--- src/rtl/div_clk_monitor.sv ---
// div_clk_monitor: measures the period and high time of a divided clock that
// is sampled as data in the source clock domain. It declares lock after a run
// of good periods and reports period, duty and stuck-clock faults.
module div_clk_monitor #(
    parameter int DIV_N    = 9,
    parameter int CNT_W    = 8,
    parameter int LOCK_CNT = 4,
    parameter int ERR_W    = 8
) (
    input  logic             clk,
    input  logic             rstn,
    input  logic             div_clk_in,
    input  logic             clr_err,
    output logic             locked,
    output logic             fault,
    output logic             stuck,
    output logic             meas_vld,
    output logic [CNT_W-1:0] period_o,
    output logic [CNT_W-1:0] high_o,
    output logic [ERR_W-1:0] err_cnt
);

    typedef enum logic [1:0] {S_IDLE, S_ACQ, S_LOCKED, S_FAULT} state_t;

    localparam logic [CNT_W-1:0] CNT_ONE   = CNT_W'(1);
    localparam logic [CNT_W-1:0] PER_EXP   = CNT_W'(DIV_N);
    localparam logic [CNT_W-1:0] PER_LIMIT = CNT_W'(2 * DIV_N);
    localparam logic [CNT_W-1:0] HIGH_LO   = CNT_W'(DIV_N / 2);
    localparam logic [CNT_W-1:0] HIGH_HI   = CNT_W'((DIV_N + 1) / 2);
    localparam logic [3:0]       LOCK_TGT  = 4'(LOCK_CNT);
    localparam logic [ERR_W-1:0] ERR_ONE   = ERR_W'(1);

    logic             sync1_q, sync2_q, sync3_q;
    logic [CNT_W-1:0] perCnt_q, perCnt_d;
    logic [CNT_W-1:0] hiCnt_q, hiCnt_d;
    logic [CNT_W-1:0] period_q, high_q;
    logic             measVld_q;
    logic [3:0]       goodCnt_q, goodCnt_d;
    logic [ERR_W-1:0] errCnt_q, errCnt_d;
    logic             stuck_q, stuck_d;
    logic             locked_q, locked_d;
    logic             fault_q, fault_d;
    state_t           state_q, state_d;

    logic rise;
    logic timeout;
    logic capture;
    logic measOk;
    logic badMeas;
    logic errEvent;

    // Event decode: a rising edge of the resynchronised clock, a period counter
    // that hit the stuck limit without a new edge, and measurement validity.
    assign rise     = sync2_q & ~sync3_q;
    assign timeout  = ~rise & (perCnt_q == PER_LIMIT);
    assign capture  = rise & (state_q != S_IDLE);
    assign measOk   = (perCnt_q == PER_EXP) && ((hiCnt_q == HIGH_LO) || (hiCnt_q == HIGH_HI));
    assign badMeas  = capture & ~measOk;
    assign errEvent = timeout | badMeas;

    // Two-flop synchroniser plus one delay stage for edge detection.
    always_ff @(posedge clk or negedge rstn) begin
        if (!rstn) begin
            sync1_q <= 1'b0;
            sync2_q <= 1'b0;
            sync3_q <= 1'b0;
        end else begin
            sync1_q <= div_clk_in;
            sync2_q <= sync1_q;
            sync3_q <= sync2_q;
        end
    end

    // Period counter restarts on each edge and after a timeout; high counter
    // restarts on each edge and counts cycles where the sampled clock is high.
    always_comb begin
        perCnt_d = perCnt_q;
        hiCnt_d  = hiCnt_q;
        if (rise) begin
            perCnt_d = CNT_ONE;
        end else if (timeout) begin
            perCnt_d = '0;
        end else if (perCnt_q != '1) begin
            perCnt_d = perCnt_q + CNT_ONE;
        end
        if (rise) begin
            hiCnt_d = CNT_ONE;
        end else if (sync2_q) begin
            hiCnt_d = hiCnt_q + CNT_ONE;
        end
    end

    // Error counter saturates; stuck is sticky; a clear always wins.
    always_comb begin
        errCnt_d = errCnt_q;
        stuck_d  = stuck_q;
        if (clr_err) begin
            errCnt_d = '0;
            stuck_d  = 1'b0;
        end else begin
            if (errEvent && (errCnt_q != '1)) begin
                errCnt_d = errCnt_q + ERR_ONE;
            end
            if (timeout) begin
                stuck_d = 1'b1;
            end
        end
    end

    // Counter, measurement and status registers.
    always_ff @(posedge clk or negedge rstn) begin
        if (!rstn) begin
            perCnt_q  <= '0;
            hiCnt_q   <= '0;
            period_q  <= '0;
            high_q    <= '0;
            measVld_q <= 1'b0;
            errCnt_q  <= '0;
            stuck_q   <= 1'b0;
        end else begin
            perCnt_q  <= perCnt_d;
            hiCnt_q   <= hiCnt_d;
            measVld_q <= capture;
            errCnt_q  <= errCnt_d;
            stuck_q   <= stuck_d;
            if (capture) begin
                period_q <= perCnt_q;
                high_q   <= hiCnt_q;
            end
        end
    end

    // FSM state register together with the good-period run counter.
    always_ff @(posedge clk or negedge rstn) begin
        if (!rstn) begin
            state_q   <= S_IDLE;
            goodCnt_q <= '0;
        end else begin
            state_q   <= state_d;
            goodCnt_q <= goodCnt_d;
        end
    end

    // FSM next-state: acquire a run of good periods, lock, and drop to FAULT
    // on any bad measurement or stall once locked.
    always_comb begin
        state_d   = state_q;
        goodCnt_d = goodCnt_q;
        case (state_q)
            S_IDLE: begin
                if (rise) begin
                    state_d   = S_ACQ;
                    goodCnt_d = '0;
                end
            end
            S_ACQ: begin
                if (timeout) begin
                    state_d = S_IDLE;
                end else if (capture) begin
                    if (measOk) begin
                        goodCnt_d = goodCnt_q + 4'd1;
                        if ((goodCnt_q + 4'd1) == LOCK_TGT) begin
                            state_d = S_LOCKED;
                        end
                    end else begin
                        goodCnt_d = '0;
                    end
                end
            end
            S_LOCKED: begin
                if (timeout || badMeas) begin
                    state_d = S_FAULT;
                end
            end
            S_FAULT: begin
                if (clr_err) begin
                    state_d = S_IDLE;
                end
            end
            default: begin
                state_d = S_IDLE;
            end
        endcase
    end

    // FSM output decode, registered so locked/fault follow the state by a cycle.
    always_comb begin
        locked_d = (state_q == S_LOCKED);
        fault_d  = (state_q == S_FAULT);
    end

    // Registered status decode.
    always_ff @(posedge clk or negedge rstn) begin
        if (!rstn) begin
            locked_q <= 1'b0;
            fault_q  <= 1'b0;
        end else begin
            locked_q <= locked_d;
            fault_q  <= fault_d;
        end
    end

    assign locked   = locked_q;
    assign fault    = fault_q;
    assign stuck    = stuck_q;
    assign meas_vld = measVld_q;
    assign period_o = period_q;
    assign high_o   = high_q;
    assign err_cnt  = errCnt_q;

endmodule
--- config.mk ---
export PLATFORM = sky130hd
export DESIGN_NAME = div_clk_monitor
export DESIGN_NICKNAME = d
export VERILOG_FILES = /design/src/rtl/div_clk_monitor.sv
export SDC_FILE = /design/constraint.sdc
export NUM_CORES = 1
export LEC_CHECK = 0
export ABC_AREA = 1
export CAP_MARGIN = 20
export CORE_MARGIN = 2
export CORE_UTILIZATION = 50
export CTS_CLUSTER_DIAMETER = 40
export CTS_CLUSTER_SIZE = 24
export DETAILED_ROUTE_END_ITERATION = 16
export HOLD_SLACK_MARGIN = 0.02
export PLACE_DENSITY = 0.72
export RECOVER_POWER = 100
export REMOVE_ABC_BUFFERS = 1
export SYNTH_ARGS = -nofsm -noshare
export SYNTH_HDL_FRONTEND = slang
export SYNTH_SLANG_ARGS = --single-unit
--- constraint.sdc ---
create_clock -name clk -period 3.75 [get_ports clk]
set_input_delay 0.375 -clock clk [delete_from_list [all_inputs] [get_ports clk]]
set_output_delay 0.375 -clock clk [all_outputs]
set_load 0.05 [all_outputs]
==> summary.txt <==
Final layout
  • Final Non-Filler Cells: 400
  • Nets: 341
  • Layout area overhead: 16.6%
  • ANT cells: 0
  • Post-layout util: about 60%
  • Most frequent cells in the layout: nand2_1, dfrtp_1, inv_1, dlygate4sd3_1, o21ai_0
  • Commonest non-fill, non-tap cell in the layout: nand2_1
  • Final Cell Area: 3050 µm²
  • Layout cell share with drive strength beyond 1: 9.39%

Clock tree
  • Cts bufs inserted: 5
  • Number of H-tree levels: 2
  • Clk root buf: clkbuf_8
  • TritonCTS clock tree: yes
  • Clk_lat worst skew: roughly 0.31 ns
  • Sinks on the clock net: 53
  • Post-cts resize count: 0
  • CTS max path bufs: 2
  • Clock slew at reported path FFs: 0.09 ns

Pwr
  • Leakage: 1.55 nW
  • Switching share of power: 41.4%
  • Seq pwr share: 43.2%
  • Pwr/cell area: about 570 nW/µm²
  • VDD IR max: 294 µV
  • Clock power frac: between 20% and 30%
  • Switch Pwr: 0.725 mW
  • Internal: around 1.0 mW
  • Comb power frac: a little over a third
  • Tot Pwr: 1.75 mW

Global route
  • Initial antenna violation count: 0
  • Grt ovf: 0
  • Vias in the first global route: 1971
  • Pin count of the biggest net entering global routing: 36
  • First-pass GRT wire length: 8770 µm
  • Gr usage total: 18.6%

Placement
  • Final HPWL DP: between 3000 and 4000 µm
  • Dpl cell area: 3000 µm²
  • Input/output buffers: 31
  • Placer Congestion: 0.873
  • Placement Setup Slack: slightly above 2 ns
  • Placed Cells incl. Taps: 391

Synthesis
  • Post-synth design cell area: 2620 µm²
  • FF+latch count, synth: 53
  • Post-synth cell types: 33
  • Ys Warns: 0
  • Seq/Total Area, Yosys: roughly half
  • Avg Cell Area, Syn: 8.94 µm²
  • Mapped Cells: a little under 300

Routing
  • Met1 WL: 2400 µm
  • DRT Pass-1 Iters: 4
  • Vias: 2012
  • Final ANT Viol Nets: 0
  • DR top layer: met4
  • Routed wl met3: approximately 180 µm
  • Met2 WL post-DR: 2300 µm
  • Drt first-iter violations: between 70 and 80
  • Vias per std cell: 5.03
  • WL per Instance: between 10 and 15 µm
  • Post-Route WL: just under 5000 µm
  • Drc violations: 0

Die
  • Core box area: 5070 µm²
  • DIE HEIGHT: 76.4 µm
  • Starting Density: 51.6%
  • Cell Rows: 26
  • Chip width: ~76 µm
  • # IOs: 32
  • Die footprint: 5830 µm²

Timing
  • Final Max Slew Viols: 0
  • Slew HR: between 20% and 30%
  • Fin crit share: 67.3%
  • RSZ-0062 raised after global routing: no
  • Worst hold slack: 0.394 ns
  • Final Setup Violations: 0
  • Fmax: 396 MHz
  • Setup tns final: 0 ns
  • Final Hold Fails: 0
  • Final setup margin: 1.23 ns
  • Clock Skew: between 0.007 and 0.008 ns
  • Tightest Pin Transition: 1.08 ns
  • Min Clock Period, post-route: ~2.5 ns

Hold path
  • Hold path depth: 0
  • Hold Path End: sync2_q$_DFF_PN0_
  • Worst min-delay path category: reg2reg
  • Hold path start: sync1_q$_DFF_PN0_

Worst setup path
  • Delay-heaviest family, CP: simple AND/OR/NAND/NOR gates
  • Cell mode on critical path: nand2_1
  • Flop2flop setup slack: between 1 and 1.5 ns
  • CP Class: reg2reg
  • Worst path required time: between 3 and 4 ns
  • CP max FO: 35
  • Worst reg2reg path endpoint: err_cnt[4]$_DFFE_PN0P_
  • Worst setup SP type: flip-flop
  • CP max stage cell: nand2_1
  • Critical path arrival: 2.73 ns
  • FF-to-FF path depth: 11
  • Crit path cell chain: inv_1 > nor2_1 > nand2_1 > clkinvlp_2 > nand2_4 > nand2_1 > nand2_1 > nand2_4 > inv_8 > nand2_1 > nand2_1
  • Buf/Inv on CP: 3
  • Critical path's largest stage delay: ~0.64 ns
  • Critical Path Sink Type: flip-flop
  • Launching point of the worst reg2reg path: sync2_q$_DFF_PN0_

Run status
  • Status: finished clean

Job
  • # Max-Cap Violations: 0
power by group through the flow:
| stage | Sequential, mW | Combinational, mW | Clock (mW) |
|---|---|---|---|
| 2_1_floorplan | 0.960 | 0.281 | 0 |
| 3_3_place_gp | 0.770 | 0.674 | 0 |
| 3_5_place_dp | 0.771 | 0.680 | 0 |
| 4_1_cts | 0.761 | 0.683 | 0.363 |
| 5_1_grt | 0.773 | 0.706 | 0.385 |
| 6_report | 0.756 | 0.640 | 0.354 |
final cells by class:
cell class,instances,area [µm²]
Fill cell,479,2020
Clock buffer,7,96.3
Tap cell,70,87.6
Inverter,37,149
Timing Repair Buffer,33,319
Multi-Input combinational cell,199,1070
Sequential cell,53,1330
Clock inverter,1,5.00
how the worst max path moves through the flow:
stage | start | endpoint | cells past startpoint | slack (ns)
floorplan | err_cnt[0]$_DFFE_PN0P_ | err_cnt[2]$_DFFE_PN0P_ | 9 | 2.00
global placement | clr_err | err_cnt[4]$_DFFE_PN0P_ | 6 | 2.06
detailed placement | hiCnt_q[0]$_DFFE_PN0P_ | err_cnt[1]$_DFFE_PN0P_ | 14 | 2.07
CTS | err_cnt[3]$_DFFE_PN0P_ | err_cnt[3] | 1 | 1.73
global route | sync2_q$_DFF_PN0_ | err_cnt[2]$_DFFE_PN0P_ | 11 | 0.84
finish | sync2_q$_DFF_PN0_ | err_cnt[4]$_DFFE_PN0P_ | 11 | 1.23
Yosys cell counts (all sizes together):
master | n | share of area (%)
nand2 | 79 | 14
dfrtp | 53 | 51
inv | 36 | 5.5
o21ai | 27 | 5.2
nor2 | 26 | 5.7
nand3 | 22 | 4.4
ha | 8 | 3.8
xor2 | 7 | 2.3
a21oi | 6 | 1.1
nand4 | 6 | 1.4
a211oi | 4 | 1.1
a31oi | 3 | 0.72
clkbuf | 3 | 0.43
nor3 | 3 | 0.57
o41ai | 2 | 0.67
a21boi | 1 | 0.43
buf | 1 | 0.43
clkinv | 1 | 0.33
nand3b | 1 | 0.29
nor4 | 1 | 0.24
o21a | 1 | 0.29
o22ai | 1 | 0.24
xnor2 | 1 | 0.33
cell families after synthesis:
family,after synthesis,synth area share (%)
flip-flops,53,50.6
adder cells (fa/ha/maj),8,3.82
XOR/XNOR,8,2.68
AO/OA/AOI/OAI,45,9.79
AND/OR/NAND/NOR,138,26.3
buffers and inverters,41,6.74
state kept, by name (all words and copies together) (netlist names), 4 cells and up, named ones only:
name,count
err_cnt,8
period_o,8
hiCnt_q,8
high_o,8
goodCnt_q,4
perCnt_q,8
layer usage:
layer  global-route usage (%)  vias to the layer above
met5                        0                        -
met4                     6.91                        0
met3                     4.27                        5
met2                     30.0                       31
met1                     24.5                      953
li1                         -                     1023
what timing repair did:
| item | 4_1_cts | 5_1_grt |
|---|---|---|
| setup buffers | 0 | 0 |
| hold endpoints to repair | 19 | 0 |
| hold buffers | 1 | 0 |
(Power assumes the default switching activity.)
